--- config.mk ---
export PLATFORM = sky130hd
export DESIGN_NAME = ps2_keycode_rx
export DESIGN_NICKNAME = d
export VERILOG_FILES = /design/src/rtl/ps2_keycode_rx.sv
export SDC_FILE = /design/constraint.sdc
export NUM_CORES = 1
export LEC_CHECK = 0
export ABC_AREA = 1
export BUFFER_PORTS_ARGS = -buffer_cell sky130_fd_sc_hd__buf_4
export CORE_ASPECT_RATIO = 1.1
export CORE_MARGIN = 1.5
export CORE_UTILIZATION = 55
export DETAILED_ROUTE_END_ITERATION = 12
export PLACE_DENSITY = 0.75
export SETUP_SLACK_MARGIN = 0.4
export SKIP_LAST_GASP = 1
export SLEW_MARGIN = 10
export SYNTH_ARGS = -nofsm -noshare
export SYNTH_HDL_FRONTEND = slang
export SYNTH_SLANG_ARGS = --single-unit
--- constraint.sdc ---
create_clock -name clk -period 3.7 [get_ports clk]
set_clock_uncertainty 0.05 [all_clocks]
set_input_delay 1.11 -clock clk [delete_from_list [all_inputs] [get_ports clk]]
set_output_delay 1.11 -clock clk [all_outputs]
set_load 0.1 [all_outputs]
--- src/rtl/ps2_keycode_rx.sv ---
// ps2_keycode_rx
//   Receives PS/2 keyboard frames (start, 8 data bits LSB first, odd parity,
//   stop) and keeps the last two good bytes as a 16-bit keycode
//   {previous, latest}. Scan codes are not interpreted.
//
//   Handshake: keycode_valid, parity_err and frame_err are single-cycle,
//   mutually exclusive strobes with no ready/backpressure. keycode is stable
//   from the keycode_valid cycle until the next keycode_valid.
//
// Ports
//   clk           system clock (single clock domain)
//   rst_n         asynchronous active-low reset
//   ps2_clk       raw PS/2 clock line (asynchronous)
//   ps2_data      raw PS/2 data line (asynchronous)
//   keycode       {previous byte, latest byte}
//   keycode_valid one-cycle pulse on a keycode update
//   parity_err    one-cycle pulse on an odd-parity failure
//   frame_err     one-cycle pulse on a bad stop bit or an inter-edge timeout
//   busy          high while the receiver is inside a frame
//   dbg_state     current FSM state (0 IDLE, 1 DATA, 2 PARITY, 3 STOP)
module ps2_keycode_rx #(
    parameter int FILTER_LEN  = 8,
    parameter int TIMEOUT_CYC = 50000
) (
    input  logic        clk,
    input  logic        rst_n,
    input  logic        ps2_clk,
    input  logic        ps2_data,
    output logic [15:0] keycode,
    output logic        keycode_valid,
    output logic        parity_err,
    output logic        frame_err,
    output logic        busy,
    output logic [1:0]  dbg_state
);

    localparam int FCW = $clog2(FILTER_LEN + 1);
    localparam int TCW = $clog2(TIMEOUT_CYC + 1);

    typedef enum logic [1:0] {
        IDLE   = 2'd0,
        DATA   = 2'd1,
        PARITY = 2'd2,
        STOP   = 2'd3
    } state_t;

    state_t          state;
    logic            clk_s1, clk_s2, data_s1, data_s2;
    logic            filt_clk, filt_clk_d;
    logic [FCW-1:0]  filt_cnt;
    logic [TCW-1:0]  tmo_cnt;
    logic [2:0]      bit_cnt;
    logic [7:0]      shreg;
    logic            par_bit;
    logic            fall;

    // Synchronizers and glitch filter. Everything resets to the PS/2 idle
    // level (high) so releasing reset never manufactures a falling edge.
    always_ff @(posedge clk or negedge rst_n) begin
        if (!rst_n) begin
            clk_s1     <= 1'b1;
            clk_s2     <= 1'b1;
            data_s1    <= 1'b1;
            data_s2    <= 1'b1;
            filt_clk   <= 1'b1;
            filt_clk_d <= 1'b1;
            filt_cnt   <= '0;
        end else begin
            clk_s1     <= ps2_clk;
            clk_s2     <= clk_s1;
            data_s1    <= ps2_data;
            data_s2    <= data_s1;
            filt_clk_d <= filt_clk;
            // Flip only on the FILTER_LEN-th consecutive differing sample;
            // any agreeing sample restarts the run.
            if (clk_s2 != filt_clk) begin
                if (filt_cnt == FCW'(FILTER_LEN - 1)) begin
                    filt_clk <= clk_s2;
                    filt_cnt <= '0;
                end else begin
                    filt_cnt <= filt_cnt + 1'b1;
                end
            end else begin
                filt_cnt <= '0;
            end
        end
    end

    assign fall      = filt_clk_d & ~filt_clk;
    assign busy      = (state != IDLE);
    assign dbg_state = state;

    // Frame FSM. Outputs are registered, so a pulse appears the cycle after
    // the stop-bit edge, in the same cycle the FSM is back in IDLE.
    always_ff @(posedge clk or negedge rst_n) begin
        if (!rst_n) begin
            state         <= IDLE;
            keycode       <= '0;
            keycode_valid <= 1'b0;
            parity_err    <= 1'b0;
            frame_err     <= 1'b0;
            tmo_cnt       <= '0;
            bit_cnt       <= '0;
            shreg         <= '0;
            par_bit       <= 1'b0;
        end else begin
            keycode_valid <= 1'b0;
            parity_err    <= 1'b0;
            frame_err     <= 1'b0;
            if (state == IDLE) begin
                tmo_cnt <= '0;
                if (fall && !data_s2) begin
                    state   <= DATA;
                    bit_cnt <= '0;
                    shreg   <= '0;
                end
            end else if (fall) begin
                tmo_cnt <= '0;
                case (state)
                    DATA: begin
                        shreg   <= {data_s2, shreg[7:1]};
                        bit_cnt <= bit_cnt + 1'b1;
                        if (bit_cnt == 3'd7) state <= PARITY;
                    end
                    PARITY: begin
                        par_bit <= data_s2;
                        state   <= STOP;
                    end
                    default: begin
                        state <= IDLE;
                        if (!data_s2) begin
                            frame_err <= 1'b1;
                        end else if (^{shreg, par_bit}) begin
                            keycode       <= {keycode[7:0], shreg};
                            keycode_valid <= 1'b1;
                        end else begin
                            parity_err <= 1'b1;
                        end
                    end
                endcase
            end else if (tmo_cnt == TCW'(TIMEOUT_CYC - 2)) begin
                // Counter restarts at 0 the cycle after an edge, so this fires
                // with the pulse landing TIMEOUT_CYC cycles after that edge.
                frame_err <= 1'b1;
                state     <= IDLE;
                tmo_cnt   <= '0;
                shreg     <= '0;
            end else begin
                tmo_cnt <= tmo_cnt + 1'b1;
            end
        end
    end

endmodule

Word-level counts from Yosys, hierarchy flattened
Index checks and enable logic that the tools add are counted.
{"block": "totals", "reg_bits": 59, "inputBits": 4, "elab_cells": 82}
{"block": "classes", "add_sub_neg": 3, "eq_ne": 9, "mux": 35, "bitwise_logic": 4, "reduce_logical": 15}
{"op": "16-bit 2-to-1 mux", "count": 3}
{"op": "8-bit 2-to-1 mux", "count": 5}
{"op": "16-bit by 1-bit adder with 16-bit output, second input constant", "count": 1}
{"op": "16-bit == test, second input constant", "count": 1}
{"op": "1-bit 2-to-1 mux", "count": 15}
{"op": "3-bit 2-to-1 mux", "count": 4}
{"op": "3-bit AND reduction", "count": 4}
{"op": "2-bit 2-to-1 mux", "count": 5}
{"op": "9-bit parity", "count": 1}
{"op": "4-bit 2-to-1 mux", "count": 2}
{"op": "2-bit nonzero test", "count": 3}
{"op": "5-bit AND reduction", "count": 1}
{"op": "4-bit by 1-bit adder with 4-bit output, second input constant", "count": 1}
{"op": "4-bit by 3-bit == test with 1-bit output, second input constant", "count": 1}
{"op": "4-bit != test, second input constant", "count": 1}
{"op": "2-bit one-hot mux with 2 select lines", "count": 1}
{"op": "3-bit by 1-bit adder with 3-bit output, second input constant", "count": 1}
{"op": "3-bit == test, second input constant", "count": 1}
{"op": "3-bit by 1-bit != test with 1-bit output, second input constant", "count": 1}
{"op": "1-bit inverter", "count": 3}
{"op": "3-bit nonzero test", "count": 1}
{"op": "2-bit by 1-bit == test with 1-bit output, second input constant", "count": 1}
{"op": "2-bit == test, second input constant", "count": 1}
{"op": "2-bit logical NOT", "count": 1}
{"op": "7 further kinds", "count": 7}

Depth between registers and ports, before layout
Gate-level depths: netlist of the first run.
{"block": "depth", "word_depth": 6, "depth_mapped": 12, "mapped_depth_nobuf": 11}

Worst setup path after synthesis of the first run
No wires, ideal clock.
{"block": "synth_timing", "kind": "reg-to-output", "start": "register state[0], in the netlist dbg_state[0]", "end": "output port busy", "arrival_time_ps": 2084, "required_time_ps": 2540, "slack_ps": 456, "path_stages_with_launch": 4, "path_buffers": 0, "path_cell_list": "dfrtp_1 inv_1 ha_1 inv_1"}
{"block": "synth_between", "elab_chain_cells": 1}
{"element": "start: declaration", "line_no": "47", "text": "state_t state;"}
{"element": "start signal: assignment", "line_no": "97", "text": "state <= IDLE;"}
{"element": "start signal: assignment", "line_no": "113", "text": "state <= DATA;"}
{"element": "start signal: assignment", "line_no": "123", "text": "if (bit_cnt == 3'd7) state <= PARITY;"}
{"element": "2-bit nonzero test", "line_no": "90", "text": "assign busy = (state != IDLE);"}
{"element": "end: declaration", "line_no": "33", "text": "output logic busy,"}
No other way between the ends.

Final worst setup path of the first run
Same ends and word-level chain as after synthesis.

==> impl_metrics.py, run 1 <==
metrics = {
    "placed_design": {
        "gp_congestion": 0.822,
        "dp.final_hpwl_um": 3380,
        "numPortBuffers": 25,
        "detailedPlace.worstSlack_ps": 1330,
    },
    "clocking": {
        "root_buffer": "clkbuf_8",
        "clkTransAtPathRegs_ps": 70,
        "htree_levels": 3,
        "cts_tree": "yes",
        "hold_buffers": 0,
        "clkLatencyLatePin_ps": 340,
        "ctsResizeCount": 0,
        "clock_path_buffers": 2,
        "cts-buffers-inserted": 9,
        "clock-sinks": 59,
        "cts_post_setup_buffers_inserted": 0,
    },
    "setup_path": {
        "cp_cell_sequence": "inv_1 -> ha_1 -> inv_1 -> buf_4",
        "slowest_delay_ps": 420,
        "cpMostUsedCell": "inv_1",
        "r2r-start": "dbg_state[0]",
        "critPathMaxFanout": 5,
        "worstPathRequired_ps": 2540,
        "ff2ff_setup_slack_ps": 1750,
        "arrival_ps": 1580,
        "rr_endpoint": "dbg_state[1]",
        "crit_type": "register to output port",
        "rr_worst_depth": 8,
        "slowest_stage": "dfrtp_1",
        "endpoint_kind": "output port",
        "start_kind": "register",
    },
    "sta": {
        "setup_viol": 0,
        "max_slew_margin": 0.521,
        "tightest_slew_ps": 719,
        "fmax_ghz": 0.365,
        "slew_violations": 0,
        "rsz0062_at_grt": "no",
        "period_minus_slack_ps": 2740,
        "setup_ws_ps": 961,
        "fin_crit_sh": 0.740,
        "hold_viol": 0,
        "tns_ps": 0,
    },
    "flow_run": {
        "cap_violations": 0,
    },
    "global_routing": {
        "antenna_found_initial": 0,
        "grt_pass1_vias": 2018,
        "grt.overflow.total": 0,
        "grt_busiest_layer": "met2",
        "use_met3": 0.0391,
        "globalRouteMet2Util": 0.306,
        "grt_start_max_net_pins": 60,
        "met1_usage": 0.262,
        "grt.total_usage": 0.199,
        "grt_pass1_wl_um": 8690,
    },
    "synth": {
        "syn_area_per_cell_sq_um": 9.13,
        "yosysTopAreaCell": "dfrtp_1",
        "ys_types": 36,
        "ys_seq_elements": 59,
        "synthTopCellsByArea": "dfrtp_1, nand2_1, dfstp_2, nand2_2, inv_1",
        "netlist.area_leader.share": 0.454,
        "synth_edf_count": 0,
        "synth_mux_area_frac": 0.00386,
        "synth-simple-area-share": 0.278,
        "synth_top_family_by_area": "simple AND/OR/NAND/NOR gates",
        "ys_warn_count": 0,
        "synthMostInstantiatedCell": "nand2_1",
        "synthArstFlopShare": 1.00,
        "synthAdderAreaFrac": 0.0428,
        "synth_cells": 320,
        "synthFlopType": "dfrtp_1",
        "synth_area_sq_mm": 0.00292,
        "synth_seq_area_share": 0.508,
        "synthesis.nets": 334,
        "synth-compound-area-share": 0.0835,
        "synthXorXnorAreaFrac": 0.0206,
        "synth_common_cells": "nand2_1, dfrtp_1, inv_1",
    },
    "route": {
        "viasPerCell": 5.12,
        "route.vias.total": 2126,
        "drc": 0,
        "dr.pass1.iters": 4,
        "routed_wl_um": 4890,
        "ant_nets": 0,
        "routedWlPerCell_um": 11.8,
        "drt_iter0_drc": 106,
    },
    "floorplanning": {
        "num_rows": 27,
        "ios": 26,
        "start_util": 0.576,
        "die_area_sq_mm": 0.00576,
        "die_w_um": 72.5,
        "die_h_um": 79.4,
        "coreArea_sq_mm": 0.00507,
    },
    "finish": {
        "fin_nets": 366,
        "areaGrowthSynthToFinish_pct": 13.5,
        "drive_gt1_frac": 0.241,
        "antenna_cells": 0,
    },
    "power_and_ir_drop": {
        "irDropWorstVdd_uv": 715,
        "power_density_mw_per_mm2": 518,
        "leakagePower_nw": 1.63,
    },
    "min_path": {
        "hold_path.startpoint": "data_s1",
        "min_path_cells": 0,
        "hold_class": "register to register",
        "whs_endpoint": "data_s2",
    },
    "status": {
        "outcome": "finished, final reports clean",
    },
}
==> logic make-up (layout without fill, tap and decap cells) <==
| group | count (synthesis) | after routing |
|---|---|---|
| xor+xnor | 6 | 6 |
| fa+ha+maj | 10 | 10 |
| simple gates | 161 | 161 |
| compound gates | 41 | 41 |
| mux | 1 | 1 |
| flops | 59 | 59 |
| buf+inv | 42 | 79 |
==> per-stage QoR <==
step | power (mW) | std cells | utilization | cell area [sq um] | hold slack, ps
floorplan | 1.12 | 320 | - | 2920 | 295
global placement | 1.21 | 399 | 0.620 | 3140 | 296
detailed placement | 1.22 | 399 | 0.620 | 3140 | 298
CTS | 1.73 | 415 | 0.654 | 3310 | 307
global route | 1.82 | 415 | 0.654 | 3310 | 314
finish | 1.72 | 415 | 0.654 | 3310 | 306
==> routing by layer <==
layer / up-vias / routed length (um)
met3: 10 / 152
li1: 1095 / -
met5: - / 0
met1: 988 / 2460
met2: 33 / 2150
met4: 0 / 119
==> flip-flops by register name, summed over array words and instances (netlist names) <==
| signal | cells |
|---|---|
| filt_cnt | 4 |
| dbg_state | 2 |
| clk_s1 | 1 |
| keycode | 16 |
| shreg | 8 |
| filt_clk_d | 1 |
| keycode_valid | 1 |
| filt_clk | 1 |
| data_s2 | 1 |
| frame_err | 1 |
| tmo_cnt | 16 |
| data_s1 | 1 |
| par_bit | 1 |
| bit_cnt | 3 |
| parity_err | 1 |
| clk_s2 | 1 |
==> cells in the final DEF, fill, tap and decap left out, drive strengths merged, types with 2 or more instances in the layout <==
master,Yosys,layout
nand2,94,94
dfrtp,53,53
inv,38,38
nand3,30,30
nor2,27,27
buf,4,25
o21ai,22,22
clkbuf,0,13
a21oi,10,10
ha,10,10
dfstp,6,6
nor3,5,5
xnor2,5,5
nand4,3,3
clkinv,0,3
a22o,2,2
o211ai,2,2
==> power by group <==
group	switching, mW	internal, mW
registers	0.0464	0.708
logic	0.332	0.117
clock network	0.236	0.276
total	0.614	1.10
==> final cells by class <==
type,instances,area (sq um)
Timing Repair Buffer,25,188
Sequential cell,59,1480
Multi-Input combinational cell,219,1250
Clock inverter,3,15.0
Inverter,38,143
Clock buffer,13,159
Tap cell,58,72.6
Fill cell,409,1750
==> worst max-delay path by stage <==
stage                       startpoint  endpoint  slack, ps  depth (start not counted)
after floorplan           dbg_state[0]      busy        460                          3
after global placement    dbg_state[0]      busy       1400                          4
after detailed placement  dbg_state[0]      busy       1330                          4
after CTS                 dbg_state[0]      busy        960                          4
after global routing      dbg_state[0]      busy        890                          4
final                     dbg_state[0]      busy        960                          4
==> critical path, delay by kind of cell (launching register included) <==
kind	cells	cell delay, ps
adders and majority gates	1	250
DFF	1	420
buffers and inverters	3	570
Note: power is estimated with default switching activity, not from simulation.
==> run 2: changes to the inputs <==
- CORE_UTILIZATION: 55 -> 53
- clock period: 3.7 -> 2.37 ns (I/O delays scaled with it)
==> impl_metrics.py, run 2 (same netlist as run 1, synthesis figures left out) <==
metrics = {
    "status": {
        "outcome": "finished, final reports clean",
    },
    "clocking": {
        "cts-buffers-inserted": 9,
        "hold_buffers": 0,
        "clock-sinks": 59,
        "clkTransAtPathRegs_ps": 70,
        "clkLatencyLatePin_ps": 340,
        "root_buffer": "clkbuf_8",
        "cts_tree": "yes",
        "htree_levels": 3,
        "clock_path_buffers": 2,
    },
    "setup_path": {
        "critPathMaxFanout": 2,
        "ff2ff_setup_slack_ps": 560,
        "start_kind": "register",
        "rr_endpoint": "dbg_state[0]",
        "endpoint_kind": "output port",
        "arrival_ps": 1330,
        "worstPathRequired_ps": 1610,
        "rr_worst_depth": 10,
        "crit_type": "register to output port",
        "r2r-start": "dbg_state[1]",
    },
    "placed_design": {
        "place_inst": 419,
        "numPortBuffers": 25,
        "gp_congestion": 0.811,
        "dp.final_hpwl_um": 3660,
        "postPlaceCellArea_sq_mm": 0.00322,
    },
    "min_path": {
        "hold_class": "register to register",
        "hold_path.startpoint": "data_s1",
        "min_path_cells": 0,
        "whs_endpoint": "data_s2",
    },
    "sta": {
        "max_slew_margin": 0.534,
        "period_minus_slack_ps": 2090,
        "slew_violations": 0,
        "hold_viol": 0,
        "rsz0062_at_grt": "yes",
        "timing.hold.ws_ps": 303,
        "fin_crit_sh": 0.883,
        "setup_viol": 0,
        "fmax_ghz": 0.478,
        "tns_ps": 0,
        "tightest_slew_ps": 699,
    },
    "global_routing": {
        "grt.overflow.total": 0,
        "grt.total_usage": 0.202,
        "grt_start_max_net_pins": 58,
        "grt_pass1_wl_um": 9130,
        "grt_pass1_vias": 2099,
        "antenna_found_initial": 0,
    },
    "floorplanning": {
        "num_rows": 28,
        "coreArea_sq_mm": 0.00536,
        "start_util": 0.545,
        "die_area_sq_mm": 0.00596,
        "die_w_um": 73.8,
        "die_h_um": 80.9,
        "ios": 26,
    },
    "route": {
        "routed_wl_um": 5460,
        "dr.pass1.iters": 4,
        "drt_iter0_drc": 175,
        "route.vias.total": 2170,
        "routedWlPerCell_um": 12.4,
        "drc": 0,
        "ant_nets": 0,
        "viasPerCell": 4.91,
    },
    "power_and_ir_drop": {
        "leakagePower_nw": 1.70,
        "power_density_mw_per_mm2": 862,
        "irDropWorstVdd_uv": 1040,
    },
    "finish": {
        "n_fill_cell": 448,
        "layout_common_cells": "nand2_1, dfrtp_1, inv_1",
        "final_area_sq_mm": 0.00351,
        "largestRegisters": "keycode x16, tmo_cnt x16, shreg x8",
        "fin_nets": 376,
        "stdcell_count": 442,
        "areaGrowthSynthToFinish_pct": 20.1,
        "layout_commonest_cell": "nand2_1",
        "drive_gt1_frac": 0.281,
        "antenna_cells": 0,
    },
    "flow_run": {
        "cap_violations": 0,
    },
}
run 2: through the flow:
step / total power [mW] / setup WS [ps] / util
2_1_floorplan: 1.82 / 234 / -
3_3_place_gp: 1.95 / 517 / 0.602
3_5_place_dp: 1.98 / 498 / 0.602
4_1_cts: 3.02 / 281 / 0.651
5_1_grt: 3.18 / 242 / 0.655
6_report: 3.02 / 278 / 0.655
run 2: critical path, cell delays in order, from the launching register on:
cell and delay [ps]:
dfrtp_4 490, inv_4 70, ha_4 140, clkinvlp_4 110, buf_12 180
run 2: routing by layer:
layer  part of all wire  vias to the layer above  wire [um]  global-route usage
met3              0.036                       11        197              0.0608
met2               0.48                       36       2640               0.315
li1                   -                     1113          -                   -
met1               0.46                     1010       2500               0.258
met5                  0                        -          0                   0
met4              0.023                        0        123              0.0907
run 2: layout make-up:
class                   count  area [sq um]  area share
clock buffers              14           173      0.0492
clock inverters             2          35.0     0.00999
inverters                  38           151      0.0432
multi-input cells         219          1280       0.364
flip-flops and latches     59          1490       0.425
well taps                  75          93.8      0.0267
repair buffers             35           287      0.0817
run 2: power by group:
part | switching, mW | total (mW) | internal [mW]
clock network | 0.383 | 0.954 | 0.571
logic | 0.588 | 0.888 | 0.300
registers | 0.0689 | 1.18 | 1.11
total | 1.04 | 3.02 | 1.98
run 2: how the worst max path moves through the flow:
stage	end	cells past startpoint	from	slack, ps
6_report	busy	4	dbg_state[1]	280
5_1_grt	busy	4	dbg_state[1]	240
4_1_cts	busy	4	dbg_state[1]	280
3_5_place_dp	busy	4	dbg_state[1]	500
3_3_place_gp	busy	4	dbg_state[1]	520
2_1_floorplan	dbg_state[1]	9	dbg_state[1]	230
run 2: timing repair:
action / 4_1_cts / 5_1_grt
setup endpoints to repair: 1 / 4
gates resized for setup: 3 / 3
endpoints found under the hold margin: 0 / 0
setup buffers: 6 / 1
pin swaps: 1 / 1
